$ cat src/rtl/tcdm_bank_resp_gen.sv
// Per-bank TCDM response generator: follows each granted request through the SRAM
// latency and raises one one-hot response valid (plus gated read data) towards its master.
module tcdm_bank_resp_gen #(
    parameter int N_MASTER    = 16,
    parameter int ID_WIDTH    = 4,
    parameter int DATA_WIDTH  = 32,
    parameter int MEM_LATENCY = 1,
    parameter int OUT_REG     = 0,
    localparam int CNT_WIDTH  = $clog2(MEM_LATENCY + OUT_REG + 1)
) (
    input  logic                  clk,
    input  logic                  rst_n,
    input  logic                  req_gnt_i,
    input  logic [ID_WIDTH-1:0]   req_id_i,
    input  logic                  req_wen_i,
    input  logic [DATA_WIDTH-1:0] mem_rdata_i,
    output logic [N_MASTER-1:0]   data_r_valid_o,
    output logic [DATA_WIDTH-1:0] data_r_rdata_o,
    output logic                  drop_o,
    output logic [CNT_WIDTH-1:0]  inflight_o
);

    logic                stage_valid_reg [MEM_LATENCY];
    logic [ID_WIDTH-1:0] stage_id_reg    [MEM_LATENCY];
    logic                stage_wen_reg   [MEM_LATENCY];

    genvar gi;
    generate
        for (gi = 0; gi < MEM_LATENCY; gi++) begin : g_stage
            if (gi == 0) begin : g_head
                always_ff @(posedge clk or negedge rst_n) begin
                    if (!rst_n) begin
                        stage_valid_reg[gi] <= 1'b0;
                        stage_id_reg[gi]    <= '0;
                        stage_wen_reg[gi]   <= 1'b0;
                    end else begin
                        stage_valid_reg[gi] <= req_gnt_i;
                        stage_id_reg[gi]    <= req_id_i;
                        stage_wen_reg[gi]   <= req_wen_i;
                    end
                end
            end else begin : g_tail
                always_ff @(posedge clk or negedge rst_n) begin
                    if (!rst_n) begin
                        stage_valid_reg[gi] <= 1'b0;
                        stage_id_reg[gi]    <= '0;
                        stage_wen_reg[gi]   <= 1'b0;
                    end else begin
                        stage_valid_reg[gi] <= stage_valid_reg[gi-1];
                        stage_id_reg[gi]    <= stage_id_reg[gi-1];
                        stage_wen_reg[gi]   <= stage_wen_reg[gi-1];
                    end
                end
            end
        end
    endgenerate

    logic                  last_valid;
    logic                  last_wen;
    logic [31:0]           last_id_ext;
    logic                  in_range;
    logic [N_MASTER-1:0]   dec_valid;
    logic                  dec_drop;
    logic [DATA_WIDTH-1:0] dec_rdata;

    // Widened id keeps the range check meaningful when 2**ID_WIDTH == N_MASTER.
    assign last_valid  = stage_valid_reg[MEM_LATENCY-1];
    assign last_wen    = stage_wen_reg[MEM_LATENCY-1];
    assign last_id_ext = 32'(stage_id_reg[MEM_LATENCY-1]);
    assign in_range    = last_id_ext < 32'(N_MASTER);

    generate
        for (gi = 0; gi < N_MASTER; gi++) begin : g_decode
            assign dec_valid[gi] = last_valid && in_range && (last_id_ext == 32'(gi));
        end
    endgenerate

    assign dec_drop  = last_valid && !in_range;
    assign dec_rdata = (last_valid && in_range && last_wen) ? mem_rdata_i : '0;

    generate
        if (OUT_REG != 0) begin : g_out_reg
            logic [N_MASTER-1:0]   valid_reg;
            logic                  drop_reg;
            logic [DATA_WIDTH-1:0] rdata_reg;

            always_ff @(posedge clk or negedge rst_n) begin
                if (!rst_n) begin
                    valid_reg <= '0;
                    drop_reg  <= 1'b0;
                    rdata_reg <= '0;
                end else begin
                    valid_reg <= dec_valid;
                    drop_reg  <= dec_drop;
                    rdata_reg <= dec_rdata;
                end
            end

            assign data_r_valid_o = valid_reg;
            assign drop_o         = drop_reg;
            assign data_r_rdata_o = rdata_reg;
        end else begin : g_out_comb
            assign data_r_valid_o = dec_valid;
            assign drop_o         = dec_drop;
            assign data_r_rdata_o = dec_rdata;
        end
    endgenerate

    logic                 leave;
    logic [CNT_WIDTH-1:0] inflight_reg;
    logic [CNT_WIDTH-1:0] inflight_next;

    // A request leaves in the cycle its valid or drop is visible at the output.
    assign leave = (|data_r_valid_o) || drop_o;

    always_comb begin
        inflight_next = inflight_reg;
        if (req_gnt_i && !leave) begin
            inflight_next = inflight_reg + CNT_WIDTH'(1);
        end else if (!req_gnt_i && leave) begin
            inflight_next = inflight_reg - CNT_WIDTH'(1);
        end
    end

    always_ff @(posedge clk or negedge rst_n) begin
        if (!rst_n) begin
            inflight_reg <= '0;
        end else begin
            inflight_reg <= inflight_next;
        end
    end

    assign inflight_o = inflight_reg;

endmodule
$ cat config.mk
export PLATFORM = sky130hd
export DESIGN_NAME = tcdm_bank_resp_gen
export DESIGN_NICKNAME = d
export VERILOG_FILES = /design/src/rtl/tcdm_bank_resp_gen.sv
export SDC_FILE = /design/constraint.sdc
export NUM_CORES = 1
export LEC_CHECK = 0
export ABC_CLOCK_PERIOD_IN_PS = 1300
export BUFFER_PORTS_ARGS = -buffer_cell sky130_fd_sc_hd__buf_4
export CAP_MARGIN = 10
export CORE_UTILIZATION = 27
export CTS_CLUSTER_SIZE = 10
export DETAILED_ROUTE_END_ITERATION = 8
export GPL_TIMING_DRIVEN = 0
export PLACE_DENSITY = 0.88
export SLEW_MARGIN = 20
export SYNTH_ARGS = -nofsm -noshare
export SYNTH_HDL_FRONTEND = slang
export SYNTH_SLANG_ARGS = --single-unit
$ cat constraint.sdc
create_clock -name clk -period 1.3 [get_ports clk]
set_input_delay 0.26 -clock clk [delete_from_list [all_inputs] [get_ports clk]]
set_output_delay 0.26 -clock clk [all_outputs]
set_load 0.05 [all_outputs]
==> flow_metrics.env, run 1 <==
export IMPL_stop_error="[ERROR DPL-0038] Utilization greater than 100%, impossible to legalize"
export IMPL_cts_num_sinks=7
export IMPL_hpwl_um=1950
export IMPL_die_h_um=47.3
export IMPL_cts_root_buf="clkbuf_4"
export IMPL_die_w_um=47.3
export IMPL_cts_buffers=3
export IMPL_netlist_area_leader_share_pct=36.2
export IMPL_yosysWarningCount=0
export IMPL_failing_step="global routing (5_1_grt)"
export IMPL_ios=90
export IMPL_ys_ff_latch=7
export IMPL_synth_cell_types=15
export IMPL_dp_cells=188
export IMPL_ctsLongestPathBuffers=2
export IMPL_grt_worst_endpoint="data_r_valid_o[0]"
export IMPL_place_gp_congestion=0.642
export IMPL_worst_ep_kind="top-level output"
export IMPL_pre_cts_ws_ps=-201
export IMPL_start_util_pct=28.5
export IMPL_yosysTopAreaCell="and3_1"
export IMPL_postSynthCellCount=73
export IMPL_h_tree_depth=1
export IMPL_syn_nets=113
export IMPL_syn_area_sq_um=553
export IMPL_ys_top_cells_by_area="and3_1, dfrtp_1, nor2_1, clkbuf_1, xnor2_1"
export IMPL_ys_seq_area_share_pct=31.7
export IMPL_status="stopped before the end"
export IMPL_port_buffers=88
export IMPL_grt_max_degree=11
export IMPL_syn_area_per_cell_sq_um=7.58
export IMPL_num_rows=16
[cell families after synthesis]
family,share of synthesized area [%]
buf+inv,7.01
xor+xnor,3.17
flops,31.7
simple gates,57.5
other cells,0.678
[metrics by stage]
step | instance area, sq um | setup TNS [ps]
CTS | 1890 | -15350
detailed placement | 1420 | -3340
global placement | 1420 | -2600
floorplan | 722 | -1770
[what timing repair did]
action	4_1_cts
hold endpoints to repair	7
buffers inserted	8
cloned	3
hold buffers	1
pin swaps	6
gates resized for setup	95
endpoints found under the setup margin	48
[cell usage after synthesis]
master and count:
nor2_1 12, conb_1 1, clkbuf_1 5, nand3_1 1
and3_1 32, buf_2 1, buf_4 2, or3b_4 1
nand2b_1 2, nor3_1 3, nor3_2 1, dfrtp_1 7
xnor2_1 2, nand2_1 1, nand3b_1 2
==> inputs of run 2 (changes only) <==
--- a/config.mk
+++ b/config.mk
@@ -8,11 +8,11 @@
 export ABC_CLOCK_PERIOD_IN_PS = 1300
 export BUFFER_PORTS_ARGS = -buffer_cell sky130_fd_sc_hd__buf_4
 export CAP_MARGIN = 10
-export CORE_UTILIZATION = 27
-export CTS_CLUSTER_SIZE = 10
+export CORE_AREA = 2 2 63 65
 export DETAILED_ROUTE_END_ITERATION = 8
+export DIE_AREA = 0 0 65 67
 export GPL_TIMING_DRIVEN = 0
-export PLACE_DENSITY = 0.88
+export PLACE_DENSITY_LB_ADDON = 0.15
 export SLEW_MARGIN = 20
 export SYNTH_ARGS = -nofsm -noshare
 export SYNTH_HDL_FRONTEND = slang
==> flow_metrics.env, run 2 <==
export IMPL_setup_violations=48
export IMPL_layout_commonest_cell="buf_4"
export IMPL_final_cell_mix="buf_4, buf_8, buf_6"
export IMPL_dr_wl_met2_um=1720
export IMPL_dpl_cell_area_sq_um=1440
export IMPL_synth_most_common_cell="and3_1"
export IMPL_cp_start_kind="flop"
export IMPL_crit_cells=4
export IMPL_critical_path_top_delay_family="simple AND/OR/NAND/NOR gates"
export IMPL_port_buffers=88
export IMPL_p_comb_share_pct=55.3
export IMPL_die_w_um=65
export IMPL_irDropWorstVdd_uv=770
export IMPL_ios=90
export IMPL_top_layer_used="met4"
export IMPL_nets=217
export IMPL_final_antenna_net_count=0
export IMPL_syn_to_final_growth_pct=263
export IMPL_tns_ps=-13970
export IMPL_finalPower_mw=1.30
export IMPL_postSynthCellCount=73
export IMPL_wl_um=2920
export IMPL_diodes=0
export IMPL_cp_required_ps=1040
export IMPL_p_seq_share_pct=21.4
export IMPL_place_gp_congestion=0.638
export IMPL_core_sq_um=3610
export IMPL_synth_edf_count=0
export IMPL_tritoncts="done"
export IMPL_hpwl_um=2140
export IMPL_crit_path_end_kind="primary output"
export IMPL_drive_gt1_share_pct=93.8
export IMPL_syn_area_sq_um=553
export IMPL_ys_async_sr_fraction_pct=100
export IMPL_syn_nets=113
export IMPL_critPathArrivalTime_ps=1450
export IMPL_yosys_most_used_dff="dfrtp_1"
export IMPL_status="complete, but fails checks"
export IMPL_h_tree_depth=1
export IMPL_met3_length_um=217
export IMPL_p_leak_nw=0.937
export IMPL_whs_path_depth=1
export IMPL_rsz0062_at_grt="yes"
export IMPL_track_usage_pct=12.5
export IMPL_worst_path_max_fanout=4
export IMPL_slowest_delay_ps=460
export IMPL_yosysTopAreaCell="and3_1"
export IMPL_grt_pass1_wl_um=4220
export IMPL_clockPowerShare_pct=23.3
export IMPL_fin_cells=224
export IMPL_fin_crit_sh_pct=132
export IMPL_slowest_stage="or3b_4"
export IMPL_hold_class="input pin to flop"
export IMPL_ys_ff_latch=7
export IMPL_cap_violations=0
export IMPL_antenna_found_initial=0
export IMPL_hold_viol=0
export IMPL_ctsLongestPathBuffers=2
export IMPL_path_clk_slew_ps=40
export IMPL_yosys_top_cells_count="and3_1, nor2_1, dfrtp_1"
export IMPL_worstPathBufferInverterCount=2
export IMPL_netlist_area_leader_share_pct=36.2
export IMPL_routedWlPerCell_um=13.0
export IMPL_dieArea_sq_um=4360
export IMPL_critical_path_most_common_cell="buf_6"
export IMPL_period_minus_slack_ps=1710
export IMPL_switching_power_mw=0.505
export IMPL_ys_seq_area_share_pct=31.7
export IMPL_cts_root_buf="clkbuf_8"
export IMPL_wl_met1_um=938
export IMPL_clock_latency_ps=230
export IMPL_setup_ws_ps=-412
export IMPL_drc=0
export IMPL_clock_fmax_mhz=584
export IMPL_num_rows=22
export IMPL_dp_cells=209
export IMPL_start_util_pct=15.3
export IMPL_die_h_um=67
export IMPL_overflow=0
export IMPL_critical_path_class="flop to primary output"
export IMPL_fin_area_sq_um=2010
export IMPL_largest_register_ffs=4
export IMPL_grt_pass1_vias=906
export IMPL_failed_checks="negative setup slack"
export IMPL_cellPowerDensity_nw_per_um2=648
export IMPL_cts_buffers=3
export IMPL_ys_top_cells_by_area="and3_1, dfrtp_1, nor2_1, clkbuf_1, xnor2_1"
export IMPL_cts_num_sinks=7
export IMPL_vias=939
export IMPL_swShare_pct=38.8
export IMPL_ff2ff_setup_slack_ps=200
export IMPL_internal_power_mw=0.796
export IMPL_r2r_cells=5
export IMPL_fin_skew_ps=0.0761
export IMPL_grt_max_degree=11
export IMPL_initialDrtViolationCount=14
export IMPL_drv_slew=0
export IMPL_yosysWarningCount=0
export IMPL_synth_cell_types=15
export IMPL_via_per_inst=4.19
export IMPL_first_pass_iters=3
export IMPL_crit_path_cell_trace="buf_6, or3b_4, nor3_4, buf_6"
export IMPL_syn_area_per_cell_sq_um=7.58
## run 2: cell counts after synthesis
No cell type changed its count.
## run 2: cell type report
| class | count | area (sq um) |
|---|---|---|
| Timing Repair Buffer | 99 | 1040 |
| Buffer | 8 | 86.3 |
| Sequential cell | 7 | 179 |
| Multi-Input combinational cell | 58 | 597 |
| Fill cell | 318 | 1600 |
| Tap cell | 48 | 60.1 |
| Clock buffer | 4 | 45.0 |
## run 2: kinds of logic (layout without fill, tap and decap cells)
family                 count (synthesis)  after routing  share of synthesized area [%]
AND/OR/NAND/NOR                       55             55                           57.5
flip-flops                             7              7                           31.7
buffers and inverters                  8            111                           7.01
other                                  1              1                          0.678
XOR/XNOR                               2              2                           3.17
## run 2: worst reg2reg max path: cells and delay by family (launching register included)
family                 cells  cell delay [ps]
buffers and inverters      4              510
flip-flops                 1              360
XOR/XNOR                   1              110
## run 2: worst paths after layout
kind,endpoint,from
worst min register to register,inflight_o,inflight_o
worst max-delay path,data_r_valid_o[0],last_valid
min in group asynchronous,last_valid,rst_n
worst max register to register,inflight_o,last_valid
worst min-delay path,last_wen,req_wen_i
max in group asynchronous,stage_id_reg[2],rst_n
## run 2: what timing repair did
| action | CTS | global route |
|---|---|---|
| pin swaps | 5 | 6 |
| gates cloned | 1 | 1 |
| gates resized for setup | 64 | 58 |
| endpoints found under the setup margin | 48 | 48 |
| buffers inserted | 4 | 4 |
| hold buffers | 1 | 0 |
| hold endpoints to repair | 7 | 0 |
## run 2: power groups by stage
stage          Clock, mW  Combinational, mW  Sequential, mW
3_3_place_gp           0              0.570           0.278
5_1_grt            0.332              0.752           0.281
2_1_floorplan          0              0.312           0.332
3_5_place_dp           0              0.577           0.279
6_report           0.303              0.720           0.278
4_1_cts            0.316              0.650           0.277
## run 2: per-stage QoR
| step | util, % | hold WS (ps) | setup slack (ps) |
|---|---|---|---|
| after global placement | 40.0 | 72.8 | -202 |
| after floorplan | - | -35.6 | -258 |
| after detailed placement | 40.0 | 78.1 | -212 |
| after global routing | 55.7 | 131 | -469 |
| after CTS | 49.2 | 131 | -416 |
| final | 55.7 | 138 | -412 |
## run 2: metal layers
layer	GRT usage, %	vias up
met1	12.4	436
met5	0	-
li1	-	460
met4	5.59	0
met2	25.5	40
met3	1.52	3
(Power assumes the default switching activity.)
==> inputs of run 3 (changes only) <==
--- a/config.mk
+++ b/config.mk
@@ -5,7 +5,7 @@
 export SDC_FILE = /design/constraint.sdc
 export NUM_CORES = 1
 export LEC_CHECK = 0
-export ABC_CLOCK_PERIOD_IN_PS = 1300
+export ABC_CLOCK_PERIOD_IN_PS = 2000
 export BUFFER_PORTS_ARGS = -buffer_cell sky130_fd_sc_hd__buf_4
 export CAP_MARGIN = 10
 export CORE_AREA = 2 2 63 65
==> constraint.sdc (replaced) <==
create_clock -name clk -period 2 [get_ports clk]
set_input_delay 0.4 -clock clk [delete_from_list [all_inputs] [get_ports clk]]
set_output_delay 0.4 -clock clk [all_outputs]
set_load 0.05 [all_outputs]
==> flow_metrics.env, run 3 (synthesis results as in run 2) <==
export IMPL_status="completed"
export IMPL_final_cell_mix="buf_4, and3_1, nor2_1"
export IMPL_drc=0
export IMPL_post_cts_buffers=0
export IMPL_routedWlPerCell_um=11.1
export IMPL_timing_rr_end="inflight_o"
export IMPL_cellPowerDensity_nw_per_um2=536
export IMPL_track_usage_pct=10.5
export IMPL_core_sq_um=3610
export IMPL_ctsLongestPathBuffers=2
export IMPL_initialDrtViolationCount=30
export IMPL_drv_slew=0
export IMPL_layout_commonest_cell="buf_4"
export IMPL_wl_um=2370
export IMPL_ff2ff_setup_slack_ps=1060
export IMPL_hp_start="req_id_i[3]"
export IMPL_worst_path_max_fanout=10
export IMPL_cts_resized=0
export IMPL_critical_path_class="flop to primary output"
export IMPL_crit_path_end_kind="primary output"
export IMPL_grt_pass1_wl_um=3590
export IMPL_diodes=0
export IMPL_num_rows=22
export IMPL_finalPower_mw=0.721
export IMPL_cts_hold_buffers=1
export IMPL_rsz0062_at_grt="no"
export IMPL_dpl_cell_area_sq_um=1290
export IMPL_path_clk_slew_ps=40
export IMPL_overflow=0
export IMPL_r2r_cells=3
export IMPL_whs_ps=284
export IMPL_hold_viol=0
export IMPL_largest_register_ffs=4
export IMPL_tns_ps=0
export IMPL_fin_area_sq_um=1340
export IMPL_irDropWorstVdd_uv=436
export IMPL_vias=861
export IMPL_grt_max_degree=11
export IMPL_syn_to_final_growth_pct=143
export IMPL_ios=90
export IMPL_critPathArrivalTime_ps=1430
export IMPL_nets=207
export IMPL_grt_pass1_vias=802
export IMPL_setup_violations=0
export IMPL_die_h_um=67
export IMPL_period_minus_slack_ps=1830
export IMPL_hold_class="input pin to flop"
export IMPL_fin_skew_ps=0.00516
export IMPL_drive_gt1_share_pct=59.6
export IMPL_via_per_inst=4.02
export IMPL_cp_start_kind="flop"
export IMPL_clock_latency_ps=220
export IMPL_fin_crit_sh_pct=91.3
export IMPL_first_pass_iters=4
export IMPL_h_tree_depth=1
export IMPL_cp_required_ps=1600
export IMPL_die_w_um=65
export IMPL_cts_num_sinks=7
export IMPL_whs_path_depth=1
export IMPL_clock_fmax_mhz=548
export IMPL_cts_root_buf="clkbuf_8"
export IMPL_r2r_start="last_valid"
export IMPL_start_util_pct=15.3
export IMPL_final_antenna_net_count=0
export IMPL_cap_violations=0
export IMPL_p_leak_nw=0.800
export IMPL_tritoncts="done"
export IMPL_hpwl_um=2040
export IMPL_cts_buffers=3
export IMPL_dieArea_sq_um=4360
export IMPL_pre_cts_ws_ps=402
export IMPL_hold_path_end="stage_id_reg[3]"
export IMPL_antenna_found_initial=0
export IMPL_place_gp_congestion=0.664
export IMPL_setup_ws_ps=175
export IMPL_port_buffers=88
[run 3: cell types whose count changed in the layout (fill, tap and decap cells not counted), moves of 5 or more]
cell	previous run	this run
buf_8	28	0
buf_4	50	90
and3_2	9	0
and3_1	0	32
and3_4	23	0
clkbuf_1	1	6
nor2_4	9	0
nor2_1	0	12
buf_6	25	0
[run 3: worst max path at each step]
stage | startpoint | to | depth (start not counted)
4_1_cts | last_valid | data_r_valid_o[0] | 4
6_report | last_valid | data_r_valid_o[0] | 4
3_5_place_dp | last_valid | data_r_valid_o[0] | 4
5_1_grt | last_valid | data_r_valid_o[0] | 4
2_1_floorplan | last_valid | data_r_valid_o[2] | 3
3_3_place_gp | last_valid | data_r_valid_o[0] | 4
[run 3: layout make-up]
cell class	count	area [sq um]
timing repair buffer	89	671
clock buffer	4	45.0
tap	48	60.1
buffer	8	38.8
sequential	7	175
multi-input combinational	58	354
fill	376	2260
[run 3: critical path, cell delays in order, from the launching register on]
cell and delay, ps:
dfrtp_1 310, buf_4 150, or3b_4 410, nor3_2 110
buf_4 220
[run 3: power breakdown]
| part | switching, mW | leakage, nW | internal, mW |
|---|---|---|---|
| logic | 0.213 | 0.696 | 0.138 |
| clock network | 0.0564 | 0.0228 | 0.138 |
| registers | 0.0163 | 0.0816 | 0.159 |
[run 3: stage by stage]
step           instances  utilization, %
2_1_floorplan         73               -
3_3_place_gp         209            35.7
3_5_place_dp         209            35.7
4_1_cts              214            37.3
5_1_grt              214            37.3
6_report             214            37.3
[run 3: metal layers]
metal	GRT usage, %	part of all wire (%)	up-vias
met5	0	0	-
li1	-	-	436
met1	12.0	37	394
met3	2.20	6.6	0
met2	19.1	56	31
met4	3.99	0	0
==> inputs of run 4 (changes only) <==
==> constraint.sdc (replaced) <==
create_clock -name clk -period 2 [get_ports clk]
set_input_delay 0.4 -clock clk [delete_from_list [all_inputs] [get_ports clk]]
set_output_delay 0.4 -clock clk [all_outputs]
set_load 0.005 [all_outputs]
==> flow_metrics.env, run 4 (synthesis results as in run 2) <==
export IMPL_status="completed"
export IMPL_diodes=0
export IMPL_h_tree_depth=1
export IMPL_grt_busiest_layer="met2"
export IMPL_n_fill_cell=394
export IMPL_track_usage_pct=11.0
export IMPL_critical_path_class="flop to primary output"
export IMPL_critical_path_top_delay_family="simple AND/OR/NAND/NOR gates"
export IMPL_die_h_um=67
export IMPL_syn_to_final_growth_pct=140
export IMPL_swShare_pct=25.0
export IMPL_drv_slew=0
export IMPL_internal_power_mw=0.430
export IMPL_port_buffers=88
export IMPL_hold_class="input pin to flop"
export IMPL_place_gp_congestion=0.659
export IMPL_cp_start_kind="flop"
export IMPL_dpl_cell_area_sq_um=1270
export IMPL_grtUsageMet2_pct=21.3
export IMPL_finalPower_mw=0.573
export IMPL_use_met3_pct=2.87
export IMPL_whs_ps=282
export IMPL_rsz0062_at_grt="no"
export IMPL_p_comb_share_pct=35.5
export IMPL_final_cell_mix="buf_4, and3_1, nor2_1"
export IMPL_fin_util_pct=36.8
export IMPL_via_per_inst=4.05
export IMPL_ios=90
export IMPL_clock_latency_ps=220
export IMPL_wl_um=2520
export IMPL_fin_cells=214
export IMPL_largest_register_ffs=4
export IMPL_clockPowerShare_pct=34.1
export IMPL_irDropWorstVdd_uv=401
export IMPL_routedWlPerCell_um=11.8
export IMPL_crit_cells=4
export IMPL_worstPathBufferInverterCount=2
export IMPL_cts_root_buf="clkbuf_8"
export IMPL_r2r_cells=3
export IMPL_period_minus_slack_ps=1760
export IMPL_vias=866
export IMPL_tns_ps=0
export IMPL_cts_buffers=3
export IMPL_hold_viol=0
export IMPL_crit_path_end_kind="primary output"
export IMPL_start_util_pct=15.3
export IMPL_core_sq_um=3610
export IMPL_fin_crit_sh_pct=87.8
export IMPL_switching_power_mw=0.143
export IMPL_layout_commonest_cell="buf_4"
export IMPL_cp_required_ps=1600
export IMPL_slowest_delay_ps=420
export IMPL_cap_violations=0
export IMPL_path_clk_slew_ps=40
export IMPL_whs_path_depth=1
export IMPL_first_pass_iters=4
export IMPL_post_cts_buffers=0
export IMPL_die_w_um=65
export IMPL_hpwl_um=2160
export IMPL_nets=207
export IMPL_dp_cells=209
export IMPL_drc=0
export IMPL_p_leak_nw=0.797
export IMPL_critPathArrivalTime_ps=1360
export IMPL_cellPowerDensity_nw_per_um2=431
export IMPL_worst_path_max_fanout=10
export IMPL_num_rows=22
export IMPL_overflow=0
export IMPL_p_seq_share_pct=30.3
export IMPL_antenna_found_initial=0
export IMPL_setup_violations=0
export IMPL_tritoncts="done"
export IMPL_pre_cts_ws_ps=461
export IMPL_initialDrtViolationCount=8
export IMPL_globalRouteMet1Util_pct=11.6
export IMPL_dieArea_sq_um=4360
export IMPL_setup_ws_ps=244
export IMPL_grt_pass1_wl_um=3710
export IMPL_critical_path_most_common_cell="buf_4"
export IMPL_clock_fmax_mhz=570
export IMPL_cts_num_sinks=7
export IMPL_grt_pass1_vias=828
export IMPL_fin_area_sq_um=1330
export IMPL_final_antenna_net_count=0
export IMPL_crit_path_cell_trace="buf_4, or3b_4, nor2_1, buf_4"
export IMPL_drive_gt1_share_pct=57.8
export IMPL_ctsLongestPathBuffers=2
export IMPL_slowest_stage="or3b_4"
export IMPL_grt_max_degree=11
export IMPL_fin_skew_ps=0.00140
[run 4: cell counts in the layout (fill, tap and decap cells not counted)]
No cell type changed its count.
[run 4: worst paths after layout]
kind	from	endpoint	slack, ps
worst min-delay path	req_id_i[1]	stage_id_reg[1]	280
worst max register to register	last_valid	inflight_o	1060
worst max-delay path	last_valid	data_r_valid_o[2]	240
worst min register to register	inflight_o	inflight_o	610
min in group asynchronous	rst_n	stage_id_reg[1]	520
max in group asynchronous	rst_n	stage_id_reg[3]	1360
[run 4: per-layer routing]
metal  wire length (um)  share of wire (%)
met5                  0                  0
met4                 10               0.40
met3                252                 10
met2               1270                 50
met1                987                 39
[run 4: worst register-to-register path: cells and delay by family, from the launching register on]
family | cells | cell delay [ps]
xor gates and xnor gates | 1 | 140
DFF | 1 | 350
buffers and inverters | 2 | 330
[run 4: area by class of cell]
class | count | area (sq um) | area share, %
repair buffers | 89 | 671 | 50.5
multi-input cells | 58 | 339 | 25.5
flip-flops and latches | 7 | 175 | 13.2
well taps | 48 | 60.1 | 4.52
clock buffers | 4 | 45.0 | 3.39
plain buffers | 8 | 38.8 | 2.92
[run 4: timing repair]
action / CTS / global route
setup endpoints to repair: 0 / 0
resized for setup: 0 / 0
endpoints found under the hold margin: 7 / 0
hold buffers: 1 / 0
[run 4: power by group through the flow]
stage / combinational (mW) / clock [mW] / sequential (mW)
2_1_floorplan: 0.0708 / 0 / 0.175
3_3_place_gp: 0.201 / 0 / 0.175
3_5_place_dp: 0.203 / 0 / 0.176
4_1_cts: 0.207 / 0.203 / 0.174
5_1_grt: 0.221 / 0.212 / 0.176
6_report: 0.204 / 0.196 / 0.174
